### src/rtl/riscv_fetch_pkg.sv
// Shared definitions for the instruction fetch front end.
//   ILEN             instruction / PC width
//   NOP              word shown to the core when nothing is valid (addi x0,x0,0)
//   DEFAULT_RESET_PC default reset PC
//   fetch_state_t    RUN: issuing allowed; FLUSH: draining stale responses
//   fetch_entry_t    prefetch FIFO entry {pc, instr}
package riscv_fetch_pkg;
  localparam int ILEN = 32;
  localparam logic [ILEN-1:0] NOP = 32'h0000_0013;
  localparam logic [ILEN-1:0] DEFAULT_RESET_PC = 32'h0000_0000;

  typedef enum logic {
    RUN   = 1'b0,
    FLUSH = 1'b1
  } fetch_state_t;

  typedef struct packed {
    logic [ILEN-1:0] pc;
    logic [ILEN-1:0] instr;
  } fetch_entry_t;
endpackage

### src/rtl/riscv_fetch_unit_fifo.sv
// fetch_fifo: synchronous prefetch FIFO of {pc, instr} entries.
//   clk, rst    clock, async active-high reset
//   push, din   write an entry (ignored when full without a same-cycle pop)
//   pop, dout   consume the head; dout is the current head
//   flush       empties the FIFO; wins over push, a same-cycle pop is implied
//   full, empty, count  occupancy status (count is 0..DEPTH)
module fetch_fifo
  import riscv_fetch_pkg::*;
#(
  parameter int DEPTH = 4
) (
  input  logic                       clk,
  input  logic                       rst,
  input  logic                       push,
  input  logic                       pop,
  input  logic                       flush,
  input  fetch_entry_t               din,
  output fetch_entry_t               dout,
  output logic                       full,
  output logic                       empty,
  output logic [$clog2(DEPTH):0]     count
);
  localparam int AW = $clog2(DEPTH);
  localparam int CW = AW + 1;

  fetch_entry_t    mem [DEPTH];
  logic [AW-1:0]   wr_ptr, rd_ptr;
  logic [CW-1:0]   cnt;
  logic            do_push, do_pop;

  assign full    = (cnt == CW'(DEPTH));
  assign empty   = (cnt == '0);
  assign count   = cnt;
  assign dout    = mem[rd_ptr];
  assign do_push = push & (~full | pop);
  assign do_pop  = pop & ~empty;

  always_ff @(posedge clk or posedge rst) begin
    if (rst) begin
      wr_ptr <= '0;
      rd_ptr <= '0;
      cnt    <= '0;
    end else if (flush) begin
      wr_ptr <= '0;
      rd_ptr <= '0;
      cnt    <= '0;
    end else begin
      if (do_push) wr_ptr <= wr_ptr + 1'b1;
      if (do_pop)  rd_ptr <= rd_ptr + 1'b1;
      cnt <= cnt + CW'(do_push) - CW'(do_pop);
    end
  end

  // Storage needs no reset; occupancy tracking guards every read.
  always_ff @(posedge clk) begin
    if (do_push && !flush) mem[wr_ptr] <= din;
  end
endmodule

### src/rtl/riscv_fetch_unit.sv
// riscv_fetch_unit: instruction fetch front end.
//   clk, reset                  clock, async active-high reset
//   fetch_en                    permits new requests
//   imem_req_valid/ready/addr   word request channel (valid/addr registered)
//   imem_resp_valid/data        in-order responses, never back-pressured
//   redirect_valid/pc           one-cycle PC reload with flush
//   instr_valid/ready           consumer handshake on the FIFO head
//   instruction, instr_pc       head word and its PC (NOP / 0 when idle)
module riscv_fetch_unit
  import riscv_fetch_pkg::*;
#(
  parameter logic [31:0] RESET_PC   = DEFAULT_RESET_PC,
  parameter int          FIFO_DEPTH = 4
) (
  input  logic            clk,
  input  logic            reset,
  input  logic            fetch_en,
  output logic            imem_req_valid,
  input  logic            imem_req_ready,
  output logic [31:0]     imem_req_addr,
  input  logic            imem_resp_valid,
  input  logic [ILEN-1:0] imem_resp_data,
  input  logic            redirect_valid,
  input  logic [31:0]     redirect_pc,
  output logic            instr_valid,
  input  logic            instr_ready,
  output logic [ILEN-1:0] instruction,
  output logic [31:0]     instr_pc
);
  localparam int CW = $clog2(FIFO_DEPTH) + 1;
  localparam logic [CW:0] DEPTH_C = (CW+1)'(FIFO_DEPTH);

  fetch_state_t  state, state_nxt;
  logic [31:0]   fetch_pc, fetch_pc_nxt, resp_pc, redirect_aligned;
  logic [CW-1:0] outstanding, discard, fifo_count;
  logic [CW-1:0] out_nxt, disc_redirect, disc_nxt, count_nxt;
  logic [CW:0]   credit_sum;
  logic          req_stale;
  logic          accept, held, push, pop, issue;
  logic          fifo_full, fifo_empty;
  fetch_entry_t  head, push_entry;

  assign accept           = imem_req_valid & imem_req_ready;
  assign held             = imem_req_valid & ~imem_req_ready;
  assign redirect_aligned = {redirect_pc[31:2], 2'b00};
  assign pop              = ~fifo_empty & instr_ready;
  // A response landing in a redirect cycle belongs to the old stream.
  assign push             = imem_resp_valid & ~redirect_valid & (discard == '0)
                            & (~fifo_full | pop);
  assign push_entry       = '{pc: resp_pc, instr: imem_resp_data};

  assign out_nxt       = outstanding + CW'(accept) - CW'(imem_resp_valid);
  // A request still waiting for ready will come back stale as well.
  assign disc_redirect = out_nxt + CW'(held);
  assign count_nxt     = redirect_valid ? '0 : fifo_count + CW'(push) - CW'(pop);

  always_comb begin
    disc_nxt = discard;
    if (redirect_valid)                          disc_nxt = disc_redirect;
    else if (imem_resp_valid && discard != '0)   disc_nxt = discard - 1'b1;
  end

  // A stale held request must not advance the redirected PC when it is accepted.
  always_comb begin
    fetch_pc_nxt = fetch_pc;
    if (redirect_valid)             fetch_pc_nxt = redirect_aligned;
    else if (accept && !req_stale)  fetch_pc_nxt = fetch_pc + 32'd4;
  end

  // FSM: state register
  always_ff @(posedge clk or posedge reset) begin
    if (reset) state <= RUN;
    else       state <= state_nxt;
  end

  // FSM: next state
  always_comb begin
    state_nxt = state;
    if (redirect_valid)
      state_nxt = (disc_redirect != '0) ? FLUSH : RUN;
    else if (state == FLUSH && disc_nxt == '0)
      state_nxt = RUN;
  end

  // FSM: outputs. Credit uses post-edge occupancy so a raised request always
  // has a FIFO slot reserved for its response.
  always_comb begin
    credit_sum  = {1'b0, out_nxt} + {1'b0, count_nxt};
    issue       = fetch_en && (state == RUN) && !redirect_valid && (credit_sum < DEPTH_C);
    instr_valid = ~fifo_empty;
    instruction = instr_valid ? head.instr : NOP;
    instr_pc    = instr_valid ? head.pc    : 32'h0;
  end

  always_ff @(posedge clk or posedge reset) begin
    if (reset) begin
      imem_req_valid <= 1'b0;
      imem_req_addr  <= RESET_PC;
      req_stale      <= 1'b0;
      fetch_pc       <= RESET_PC;
      resp_pc        <= RESET_PC;
      outstanding    <= '0;
      discard        <= '0;
    end else begin
      fetch_pc    <= fetch_pc_nxt;
      outstanding <= out_nxt;
      discard     <= disc_nxt;
      if (redirect_valid) resp_pc <= redirect_aligned;
      else if (push)      resp_pc <= resp_pc + 32'd4;
      if (held) begin
        // valid/addr hold until accepted, even across a redirect
        req_stale <= req_stale | redirect_valid;
      end else begin
        imem_req_valid <= issue;
        imem_req_addr  <= fetch_pc_nxt;
        req_stale      <= 1'b0;
      end
    end
  end

  fetch_fifo #(.DEPTH(FIFO_DEPTH)) u_fifo (
    .clk   (clk),
    .rst   (reset),
    .push  (push),
    .pop   (pop),
    .flush (redirect_valid),
    .din   (push_entry),
    .dout  (head),
    .full  (fifo_full),
    .empty (fifo_empty),
    .count (fifo_count)
  );
endmodule

### config.mk
export PLATFORM = sky130hd
export DESIGN_NAME = riscv_fetch_unit
export DESIGN_NICKNAME = d
export VERILOG_FILES = /design/src/rtl/riscv_fetch_pkg.sv /design/src/rtl/riscv_fetch_unit_fifo.sv /design/src/rtl/riscv_fetch_unit.sv
export SDC_FILE = /design/constraint.sdc
export NUM_CORES = 1
export LEC_CHECK = 0
export ABC_AREA = 1
export BUFFER_PORTS_ARGS = -buffer_cell sky130_fd_sc_hd__buf_2
export CAP_MARGIN = 10
export CORE_ASPECT_RATIO = 1.2
export CORE_UTILIZATION = 63
export CTS_CLUSTER_DIAMETER = 30
export DETAILED_ROUTE_END_ITERATION = 12
export PLACE_DENSITY = 0.85
export SLEW_MARGIN = 10
export SYNTH_ARGS = -nofsm -noshare
export SYNTH_HDL_FRONTEND = slang
export SYNTH_SLANG_ARGS = --single-unit
### constraint.sdc
create_clock -name clk -period 10.5 [get_ports clk]
set_clock_uncertainty 0.05 [all_clocks]
set_input_delay 2.1 -clock clk [delete_from_list [all_inputs] [get_ports clk]]
set_output_delay 2.1 -clock clk [all_outputs]
set_load 0.02 [all_outputs]
==> results of run 1 <==
-- power by group --
part | leakage (nW) | internal (mW) | switching, mW | total, mW
registers | 3.58 | 1.65 | 0.123 | 1.77
clock network | 0.801 | 0.978 | 0.638 | 1.62
logic | 3.32 | 0.327 | 0.780 | 1.11
-- how the worst min path moves through the flow --
stage | endpoint | slack [ns]
5_1_grt | imem_req_addr[31] | 0.44
4_1_cts | imem_req_addr[12] | 0.43
6_report | fetch_pc[1] | 0.43
3_3_place_gp | imem_req_addr[26] | 0.41
2_1_floorplan | fetch_pc[0] | 0.41
3_5_place_dp | imem_req_addr[8] | 0.41
-- kinds of logic (layout without fill, tap and decap cells) --
group	Yosys count	count (layout)
simple gates	739	739
other cells	1	2
fa+ha+maj	20	20
flops	358	358
compound gates	266	266
buf+inv	183	376
xor+xnor	19	19
-- worst max-delay path, cell delays in order (launching register included) --
cell     delay, ns
dfrtp_4       0.72
inv_2         0.76
buf_4         0.61
o21ai_0       0.24
a21oi_1       0.29
buf_2         0.22
-- synth_stat cells, types with 4 or more instances --
cell | instances | share of area, %
inv_1 | 107 | 2.5
xor2_1 | 17 | 0.94
nand3_1 | 62 | 2.0
o211ai_1 | 9 | 0.43
buf_2 | 17 | 0.54
buf_1 | 8 | 0.19
o21ai_1 | 5 | 0.16
nor2_1 | 330 | 7.8
o21ai_0 | 154 | 4.9
dfrtp_1 | 110 | 17
nand4_1 | 21 | 0.83
nor3_1 | 18 | 0.57
nand2_1 | 285 | 6.8
nand3b_1 | 5 | 0.24
a31oi_1 | 11 | 0.44
clkbuf_1 | 42 | 1.0
a21oi_1 | 74 | 2.3
nor2_2 | 7 | 0.28
ha_1 | 17 | 1.3
edfxtp_1 | 248 | 47
inv_2 | 4 | 0.095
-- metrics by stage --
| step | worst slack, ns | std cells | cell area, µm² |
|---|---|---|---|
| after CTS | 4.873 | 2105 | 18500 |
| after global placement | 5.018 | 2017 | 16860 |
| final | 4.907 | 2105 | 18500 |
| after detailed placement | 4.924 | 2017 | 16860 |
| after floorplan | 4.585 | 1587 | 15800 |
| after global routing | 4.662 | 2105 | 18500 |
-- state kept, by name (all words and copies together), names as in the netlist --
register,count
u_fifo.mem,248
fetch_pc,32
imem_req_addr,32
resp_pc,30
discard,3
outstanding,3
u_fifo.count,3
u_fifo.rd_ptr,2
u_fifo.wr_ptr,2
imem_req_valid,1
req_stale,1
state,1
-- per-layer routing --
metal,vias to the layer above,track usage [%]
met5,-,0
met1,5694,35.74
met2,566,52.56
li1,5666,-
met3,109,4.078
met4,0,13.59
-- area by class of cell --
type,instances,area [µm²]
Sequential cell,358,10200
Fill cell,1635,6175
Multi-Input combinational cell,1046,4917
Clock buffer,54,1276
Timing Repair Buffer,175,903.4
Inverter,113,426.7
Tap cell,325,406.6
Clock inverter,34,362.8
==> out/qor.txt, run 1 <==
Top Layer Used = met4
initial DRC count = 1014
CP Capture Type = primary output
mean post-synth cell area = 9.959 µm²
fraction of layout cells with a size suffix above 1 = 16.12%
Slew HR = 23.86%
GRT Util Overall = 29.53%
IO Port Bufs = 164
Power Total = 4.491 mW
met1 WL = 14060 µm
Critical Path RT = 8.35 ns
clock slew at reported path FFs = 0.05 ns
maximum number of pins on one net before global-route repair = 67
Final Setup Violations = 0
hold slack = 0.4289 ns
CTS tree = built
setup tns final = 0 ns
Slew @ Worst Pin = 1.135 ns
post-synthesis mux area share = 0%
Critical Path Fanout Max = 66
Clock Latency Late Sink = 0.55 ns
vias in the first global route = 12.07k
CP Capture Point = instr_pc[7]
CTS HTree Levels = 2
drt via density = 5.717
Leakage = 7.699 nW
first-pass GRT wire length = 59360 µm
Post-Synth Adder-Cell Area = 1.727%
Post-CTS Setup Inserts = 0
register area share after synthesis = 64.58%
outcome = finished clean
met2 WL = 18810 µm
Synth Instances = 1586
Worst Setup SP = u_fifo.rd_ptr[0]
Reg2Reg Setup Slack = 6.98 ns
Root Driver = clkbuf_16
Synth Register Bits = 358
Max Slew Vio Count = 0
Synth Area in Compound Gates = 8.927%
Max IR drop VDD = 145.6 µV
Max-cap violations = 0
Final min period = 5.593 ns
fin crit share = 53.27%
Residual DRC = 0
area growth from synthesis to layout = 17.11%
warnings from Yosys = 0
CTS Hold Buffers Added = 0
via count = 12.04k
asr flop ratio synth = 30.73%
reg2reg end = u_fifo.count[2]
Num CTS Buffers = 48
CTS Buffer Depth = 3
initial antenna violation count = 0
nets = 1833
Die W = 146.5 µm
Rows = 63
Max Fclk = 178.8 MHz
Synth cell types = 38
r2r worst-path depth = 10
RD Place Congestion = 0.9436
1st-pass router iterations = 7
Layout Utilization = 74.97%
Die Ht = 175.5 µm
Post-CTS Resized = 0
Worst Hold Depth = 2
Startpoint Class = flip-flop
Core Area = 24670 µm²
Simple-Gate Fraction of Synth Area = 19.14%
mapped cell area = 15800 µm²
Worst R2R Start = discard[0]
post-DP HPWL = 22130 µm
# IOs = 169
CP arrival = 3.44 ns
ys flop type = edfxtp_1
Total Routed Length = 37050 µm
post-synthesis xor/xnor area fraction = 1.054%
power per cell area = 242.8 nW/µm²
grt ovf = 0
Worst Hold Class = reg2reg
main combinational cell family by area after synthesis = simple AND/OR/NAND/NOR gates
Die ar. = 25710 µm²
n_diodes = 0
drt wl/cell = 17.60 µm
commonest non-fill, non-tap cell in the layout = nor2_1
HP Start = fetch_pc[1]
initial core utilization = 64.02%
Worst Path Class, Setup = reg2out
met3 wire len = 2775 µm
# clock sinks = 358
unrepaired setup endpoints after global routing = no
EDFF count, synth = 248
final hold vios = 0
Detail Route Antenna Nets = 0
most frequent cells in the layout = nor2_1 (325), nand2_1 (285), edfxtp_1 (248), buf_2 (164), o21ai_0 (154)
No activity file was read; power rests on OpenSTA's default activity.
==> inputs of run 2 (changes only) <==
Settings changed: CORE_UTILIZATION 63 to 53, PLACE_DENSITY 0.85 to 0.76.
Clock period 10.5 ns to 4.95 ns, I/O delays scaled along.
==> out/qor.txt, run 2 (same netlist as run 1, synthesis figures left out) <==
Hold Crit Endpoint = imem_req_addr[23]
Final min period = 3.977 ns
sw frac = 33.94% (-0.36 points)
Rows = 68 (+7.9%)
Worst Hold Depth = 2 (unchanged)
nets = 1851 (+0.98%)
reg2reg end = u_fifo.count[2]
unrepaired setup endpoints after global routing = no
Core Area = 29010 µm² (+18%)
power per cell area = 529.8 nW/µm² (+120%)
1st-pass router iterations = 5 (-2)
Post-CTS Resized = 0 (unchanged)
Max Slew Vio Count = 0 (unchanged)
Final Setup Violations = 0 (unchanged)
GRT Util Overall = 24.80% (-4.7 points)
commonest non-fill, non-tap cell in the layout = nor2_1
Worst Hold Class = reg2reg
Residual DRC = 0 (unchanged)
FILL cells = 2217 (+36%)
CTS tree = built
CP Capture Type = primary output
CP arrival = 2.94 ns (-0.50 ns)
Max IR drop VDD = 425.4 µV (+190%)
max reg flops = 248 (unchanged)
Die ar. = 30500 µm² (+19%)
# IOs = 169 (unchanged)
part of the power in combinational logic = 23.9% (-0.7 points)
Total Routed Length = 37260 µm (+0.55%)
final hold vios = 0 (unchanged)
Sw Pwr = 3.413 mW (+120%)
hold slack = 0.4281 ns (-0.0008110 ns)
Slew @ Worst Pin = 1.029 ns (-0.1056 ns)
Clk pwr share = 39.0% (+3.0 points)
Post-CTS Setup Inserts = 0 (unchanged)
Worst R2R Start = discard[0]
Max Fclk = 251.4 MHz
Die Ht = 191.1 µm (+8.9%)
first-pass GRT wire length = 59420 µm (about the same)
area growth from synthesis to layout = 20.18%
Die W = 159.6 µm (+8.9%)
# clock sinks = 358 (unchanged)
Root Driver = clkbuf_16
fin crit share = 80.34%
RD Place Congestion = 0.9704 (+2.8%)
initial antenna violation count = 0 (unchanged)
CTS Buffer Depth = 3 (unchanged)
initial core utilization = 54.44% (-9.6 points)
storage element area = 10200 µm² (unchanged)
HP Start = imem_req_addr[23]
multi-input logic area = 4917 µm² (unchanged)
Placed Cells = 2086 (+3.4%)
CTS Hold Buffers Added = 0 (unchanged)
Leakage = 7.910 nW (+2.7%)
Pint = 6.643 mW (+130%)
clock slew at reported path FFs = 0.05 ns (about the same)
fraction of layout cells with a size suffix above 1 = 17.47% (+1.3 points)
CTS HTree Levels = 2 (unchanged)
Worst Path Class, Setup = reg2out
Num CTS Buffers = 57 (+19%)
Max-cap violations = 0 (unchanged)
outcome = finished clean
n_diodes = 0 (unchanged)
most frequent cells in the layout = nor2_1 (325), nand2_1 (285), edfxtp_1 (248), buf_2 (164), o21ai_0 (154)
IO Port Bufs = 164 (unchanged)
Clock Latency Late Sink = 0.57 ns (+0.02 ns)
via count = 11.98k (-0.42%)
sequential power share = 37.1% (-2.3 points)
maximum number of pins on one net before global-route repair = 87 (+30%)
Reg2Reg Setup Slack = 1.55 ns (-5.43 ns)
Critical Path RT = 3.91 ns (-4.44 ns)
Detail Route Antenna Nets = 0 (unchanged)
Startpoint Class = flip-flop
Power Total = 10.06 mW (+120%)
biggest regs = u_fifo.mem (248), fetch_pc (32), imem_req_addr (32)
setup tns final = 0 ns (unchanged)
most flop-heavy register = u_fifo.mem
Non-Filler Instances = 2194 (+4.2%)
r2r worst-path depth = 10 (unchanged)
vias in the first global route = 11.68k (-3.2%)
post-DP HPWL = 23080 µm (+4.3%)
Slew HR = 31.37% (+7.5 points)
initial DRC count = 1048 (+3.4%)
drt via density = 5.462 (-4.5%)
grt ovf = 0 (unchanged)
Critical Path Fanout Max = 86 (+30%)
drt wl/cell = 16.98 µm (-3.5%)
==> run 2: area by class of cell <==
class	count	share of cell area, %
sequential	358	53.76
multi-input combinational	1046	25.90
clock buffer	59	7.778
timing repair buffer	184	5.313
clock inverter	49	2.459
inverter	113	2.248
tap	385	2.538
==> run 2: per-stage QoR <==
step / utilization, % / cell area [µm²] / setup WS, ns
final: 65.43 / 18980 / 0.9730
after global routing: 65.43 / 18980 / 0.7426
after CTS: 65.43 / 18980 / 0.9368
after detailed placement: 58.73 / 17040 / 1.060
after global placement: 58.73 / 17040 / 1.016
after floorplan: - / 15800 / 0.1452
==> run 2: worst max-delay path by stage <==
stage | start | endpoint | slack (ns) | depth (start not counted)
after floorplan | redirect_valid | u_fifo.mem[0][0] | 0.15 | 5
after global placement | instr_ready | u_fifo.count[2] | 1.02 | 9
after detailed placement | instr_ready | u_fifo.count[2] | 1.06 | 9
after CTS | u_fifo.rd_ptr[0] | instr_pc[9] | 0.94 | 6
after global routing | u_fifo.rd_ptr[0] | instruction[1] | 0.74 | 7
final | u_fifo.rd_ptr[0] | instr_pc[9] | 0.97 | 6
==> run 2: layer usage <==
metal / part of all wire [%] / global-route usage, % / up-vias
met5: 0 / 0 / -
met4: 2.9 / 9.726 / 0
met3: 7.5 / 3.862 / 72
met2: 49 / 42.96 / 530
met1: 41 / 31.34 / 5665
li1: - / - / 5717
==> run 2: worst max-delay path, cell delays in order (launching register included) <==
cell and delay (ns):
dfrtp_4 0.73, buf_4 0.80, nor2_1 0.12, nor2_1 0.11
o21ai_0 0.09, a21oi_1 0.24, buf_2 0.21
==> run 2: power groups by stage <==
stage               Combinational [mW]  Clock (mW)  Sequential (mW)
finish                            2.41        3.92             3.73
global route                      2.66        4.10             3.76
CTS                               2.42        3.97             3.72
detailed placement                2.39           0             3.77
global placement                  2.33           0             3.77
floorplan                         1.57           0             3.77
